===== src/rtl/gfb_pkg.sv =====
// Shared mode encoding and per-lane reset defaults for the gate-feedback bank.
package gfb_pkg;

    localparam int GFB_MODE_W = 2;

    typedef enum logic [GFB_MODE_W-1:0] {
        GFB_XOR  = 2'b00,
        GFB_ANDN = 2'b01,
        GFB_ORN  = 2'b10,
        GFB_HOLD = 2'b11
    } gfb_mode_e;

    // Lanes cycle XOR, ANDN, ORN so the three-lane build matches the legacy circuit.
    function automatic gfb_mode_e gfb_default_mode(input int unsigned idx);
        case (idx % 3)
            0:       return GFB_XOR;
            1:       return GFB_ANDN;
            default: return GFB_ORN;
        endcase
    endfunction

endpackage


===== src/rtl/gfb_lane.sv =====
// One feedback lane: WIDTH-bit state register, its mode register and the
// next-state mux selected by that mode.
module gfb_lane
    import gfb_pkg::*;
#(
    parameter int WIDTH    = 1,
    parameter int LANE_IDX = 0
) (
    input  logic             clk,
    input  logic             rst_n,
    input  logic             en,
    input  logic             clr,
    input  logic [WIDTH-1:0] x,
    input  logic             mode_we,
    input  gfb_mode_e        mode_wd,
    output logic [WIDTH-1:0] q
);

    localparam gfb_mode_e RST_MODE = gfb_default_mode(LANE_IDX);

    logic [WIDTH-1:0] state_q, state_d;
    gfb_mode_e        mode_q, mode_d;

    always_comb begin
        state_d = state_q;
        mode_d  = mode_q;
        if (clr) begin
            state_d = '0;
        end else if (en) begin
            unique case (mode_q)
                GFB_XOR:  state_d = x ^ state_q;
                GFB_ANDN: state_d = x & ~state_q;
                GFB_ORN:  state_d = x | ~state_q;
                GFB_HOLD: state_d = state_q;
            endcase
        end
        if (mode_we) begin
            mode_d = mode_wd;
        end
    end

    always_ff @(posedge clk or negedge rst_n) begin
        if (!rst_n) begin
            state_q <= '0;
            mode_q  <= RST_MODE;
        end else begin
            state_q <= state_d;
            mode_q  <= mode_d;
        end
    end

    assign q = state_q;

endmodule


===== src/rtl/gfb_bank.sv =====
// Gate-feedback state bank: NUM_LANES lanes folded into an XNOR-reduced output.
// Define GFB_OUT_REG_EN to register z (one cycle state->z latency).
module gfb_bank
    import gfb_pkg::*;
#(
    parameter int NUM_LANES = 3,
    parameter int WIDTH     = 1,
    parameter int CNT_W     = 16,
    localparam int LANE_W   = (NUM_LANES > 1) ? $clog2(NUM_LANES) : 1
) (
    input  logic              clk,
    input  logic              rst_n,
    input  logic              en,
    input  logic              clr,
    input  logic [WIDTH-1:0]  x,
    input  logic              cfg_valid,
    output logic              cfg_ready,
    input  logic [LANE_W-1:0] cfg_lane,
    input  logic [1:0]        cfg_mode,
    output logic [WIDTH-1:0]  z,
    output logic [CNT_W-1:0]  step_cnt
);

    logic [WIDTH-1:0] lane_q [NUM_LANES];
    logic             cfg_we;
    logic [WIDTH-1:0] fold;
    logic [CNT_W-1:0] cnt_q, cnt_d;

    assign cfg_ready = ~en;
    assign cfg_we    = cfg_valid & cfg_ready;

    for (genvar i = 0; i < NUM_LANES; i++) begin : g_lane
        gfb_lane #(
            .WIDTH    (WIDTH),
            .LANE_IDX (i)
        ) u_lane (
            .clk     (clk),
            .rst_n   (rst_n),
            .en      (en),
            .clr     (clr),
            .x       (x),
            .mode_we (cfg_we && (int'(cfg_lane) == i)),
            .mode_wd (gfb_mode_e'(cfg_mode)),
            .q       (lane_q[i])
        );
    end

    always_comb begin
        fold = '0;
        for (int i = 0; i < NUM_LANES; i++) begin
            fold = fold ^ lane_q[i];
        end
    end

    always_comb begin
        cnt_d = cnt_q;
        if (clr) begin
            cnt_d = '0;
        end else if (en && (cnt_q != '1)) begin
            cnt_d = cnt_q + CNT_W'(1);
        end
    end

    always_ff @(posedge clk or negedge rst_n) begin
        if (!rst_n) begin
            cnt_q <= '0;
        end else begin
            cnt_q <= cnt_d;
        end
    end

    assign step_cnt = cnt_q;

`ifdef GFB_OUT_REG_EN
    logic [WIDTH-1:0] z_q, z_d;

    always_comb begin
        z_d = clr ? '1 : ~fold;
    end

    always_ff @(posedge clk or negedge rst_n) begin
        if (!rst_n) begin
            z_q <= '1;
        end else begin
            z_q <= z_d;
        end
    end

    assign z = z_q;
`else
    assign z = ~fold;
`endif

endmodule

===== config.mk =====
export PLATFORM = sky130hd
export DESIGN_NAME = gfb_bank
export DESIGN_NICKNAME = d
export VERILOG_FILES = /design/src/rtl/gfb_pkg.sv /design/src/rtl/gfb_lane.sv /design/src/rtl/gfb_bank.sv
export SDC_FILE = /design/constraint.sdc
export NUM_CORES = 1
export LEC_CHECK = 0
export BUFFER_PORTS_ARGS = -buffer_cell sky130_fd_sc_hd__buf_4
export CORE_ASPECT_RATIO = 1.5
export CORE_MARGIN = 2
export CORE_UTILIZATION = 60
export DETAILED_ROUTE_END_ITERATION = 6
export HOLD_SLACK_MARGIN = 0.1
export PLACE_DENSITY = 0.85
export REMOVE_ABC_BUFFERS = 1
export SETUP_SLACK_MARGIN = 0.1
export SYNTH_ARGS = -nofsm -noshare
export SYNTH_HDL_FRONTEND = slang
export SYNTH_SLANG_ARGS = --single-unit

===== constraint.sdc =====
create_clock -name clk -period 3.3 [get_ports clk]
set_clock_uncertainty 0.15 [all_clocks]
set_input_delay 0.33 -clock clk [delete_from_list [all_inputs] [get_ports clk]]
set_output_delay 0.33 -clock clk [all_outputs]
set_load 0.005 [all_outputs]

==> flow_metrics.tcl <==
set metrics [dict create \
    yosysMostFrequentCell "dfrtp_1" \
    worst_pin_slew_ps 522 \
    end_kind "register" \
    drt.antenna.violating_nets 0 \
    clkPwrFrac 0.254 \
    hold_path_class "primary input to register" \
    area_growth_pct 17.9 \
    synth.area.top_cells "dfrtp_1, ha_1, o21ai_0" \
    viasPerCell 6.11 \
    hold_viol_final 0 \
    synth_top_family_by_area "simple AND/OR/NAND/NOR gates" \
    required_ps 3300 \
    drive_gt1_frac 0.219 \
    die_w_um 46.4 \
    dpl.hpwl_um 2820 \
    relSlewSlack 0.647 \
    dieHeight_um 67.5 \
    grt_antenna_before_repair 0 \
    synth_xor_area_frac 0.0163 \
    clockBufferDepth 2 \
    totalWireLength_um 3720 \
    r2r_slack_ps 1250 \
    cts_tree "built" \
    synthDistinctLibCells 43 \
    synth_ff_type "dfrtp_1" \
    crit_path_start_kind "register" \
    maxCapViolations 0 \
    final_util 0.727 \
    multi_input_area_um2 903 \
    critPathKind "register to register" \
    cts-root-buf "clkbuf_8" \
    dr.pass1.iters 4 \
    vias 1400 \
    first_global_vias 1374 \
    fmax_mhz 488 \
    numPortBuffers 27 \
    ir_worst_vdd_mv 0.334 \
    critPathTopFamily "simple AND/OR/NAND/NOR gates" \
    fin_crit_sh 0.621 \
    cts_sinks 25 \
    synth-seq-cells 25 \
    drv_slew 0 \
    cts_resized 0 \
    overflow 0 \
    coreArea_um2 2620 \
    critPathMaxStageDelay_ps 520 \
    antenna_cells 0 \
    synthAdderAreaFrac 0.124 \
    p_comb_frac 0.230 \
    setup_tns_ps 0 \
    gr-usage-all-layers 0.276 \
    drtIter0Drc 21 \
    cp.arrival_ps 2050 \
    status "complete, no violations" \
    netlist_area_um2 1610 \
    synth_mux_area_frac 0.0225 \
    clkLatencyLatePin_ps 270 \
    avgSynthCellArea_um2 9.90 \
    fillers 205 \
    ys_async_sr_fraction 1.00 \
    pre_cts_slack_ps 1260 \
    whs_ps 149 \
    cp_max_fo 10 \
    netlist.area_leader.share 0.357 \
    swShare 0.281 \
    p_sw_uw 195 \
    grt_pass1_wl_um 6200 \
    synth_common_cells "dfrtp_1, inv_1, ha_1" \
    synthSimpleGateAreaFrac 0.210 \
    gp_congestion 0.847 \
    clkTransAtPathRegs_ps 80 \
    syn_inst 163 \
    p_leak_uw 0.000866 \
    powerDensity_nw_per_um2 364 \
    setup_violations 0 \
    initial_utilization 0.616 \
    seq_power_share 0.516 \
    synth.largest_area_cell "dfrtp_1" \
    cp_num_buf_inv 0 \
    drt-wirelength-per-cell_um 16.2 \
    grt_max_degree 26 \
    hold_buffers 1 \
    h-tree-depth 1 \
    synth-compound-area-share 0.187 \
    seq_area_um2 628 \
    nets 219 \
    ys_seq_area_frac 0.389 \
    period_needed_ps 2050 \
    cp_cell_sequence "ha_1, nand4_4, nor4_4, nor2_2, mux2_4" \
    worst_slack_ps 1250 \
    synth_edf_count 0 \
    die_area_um2 3130 \
    crit_slowest_cell "nor4_4" \
    internal_power_uw 499 \
    post_cts_buffers 0 \
    num_rows 23 \
    drc 0 \
    cts_buffers 3 \
    ys_warn_count 0 \
    rsz0062_at_grt "no" \
    io_pins 28 \
]
## layout by cell type, fill, tap and decap left out, drive strengths merged, types with 3 or more instances in the layout
cell type,count
a2111o,3
a21oi,12
a221oi,3
and4,3
buf,27
clkbuf,4
dfrtp,23
ha,16
inv,17
nand2,12
nand3,6
nand4,6
nor2,7
o21ai,15
o31ai,3
or3,5
or4,3
## tightest hold or removal path, cell delays in order
cell	delay [ps]
buf_4	90
nand2_1	40
o21ai_0	60
## cells by family (layout without fill, tap and decap cells)
logic type                 Yosys count  after routing
muxes                                3              3
adders and majority gates           16             16
xor gates and xnor gates             3              3
DFF                                 25             25
and+or+nand+nor                     51             51
AOI/OAI and AO/OA                   44             44
buffers and inverters               21             50
## metrics by stage
| step | total power [µW] | std cells | cell area [µm²] |
|---|---|---|---|
| after CTS | 701 | 229 | 1900 |
| after floorplan | 456 | 160 | 1600 |
| after detailed placement | 525 | 224 | 1850 |
| after global routing | 738 | 229 | 1900 |
| final | 693 | 229 | 1900 |
| after global placement | 511 | 224 | 1850 |
## cell type report
class | count | area share
well taps | 37 | 0.0243
inverters | 18 | 0.0355
repair buffers | 28 | 0.112
clock buffers | 4 | 0.0237
multi-input cells | 117 | 0.475
flip-flops and latches | 25 | 0.330
## metal layers
layer / vias up / track usage / share of wire
li1: 663 / - / -
met1: 693 / 0.298 / 0.36
met2: 36 / 0.507 / 0.58
met3: 8 / 0.0508 / 0.043
met4: 0 / 0.104 / 0.017
met5: - / 0 / 0
## registers in the layout, indices dropped and copies added, names as in the netlist
signal / cells
g_lane.u_lane.q: 3
step_cnt: 16
g_lane.u_lane.mode_q: 6
## power groups by stage
stage / clock network, µW / logic, µW / registers [µW]
global placement: 0 / 148 / 362
CTS: 181 / 162 / 358
detailed placement: 0 / 160 / 365
global route: 192 / 184 / 363
floorplan: 0 / 96.7 / 359
finish: 176 / 159 / 358
## final timing paths
check,depth (start not counted),end,start
setup reg to reg,5,step_cnt[0],step_cnt[0]
min in group asynchronous,2,g_lane[2].u_lane.mode_q[0],rst_n
hold reg to reg,1,step_cnt[14],step_cnt[14]
max in group asynchronous,2,g_lane[1].u_lane.mode_q[0],rst_n
hold / removal,3,g_lane[1].u_lane.mode_q[1],cfg_mode[1]
setup / recovery,5,step_cnt[0],step_cnt[0]
Note: power is estimated with default switching activity, not from simulation.
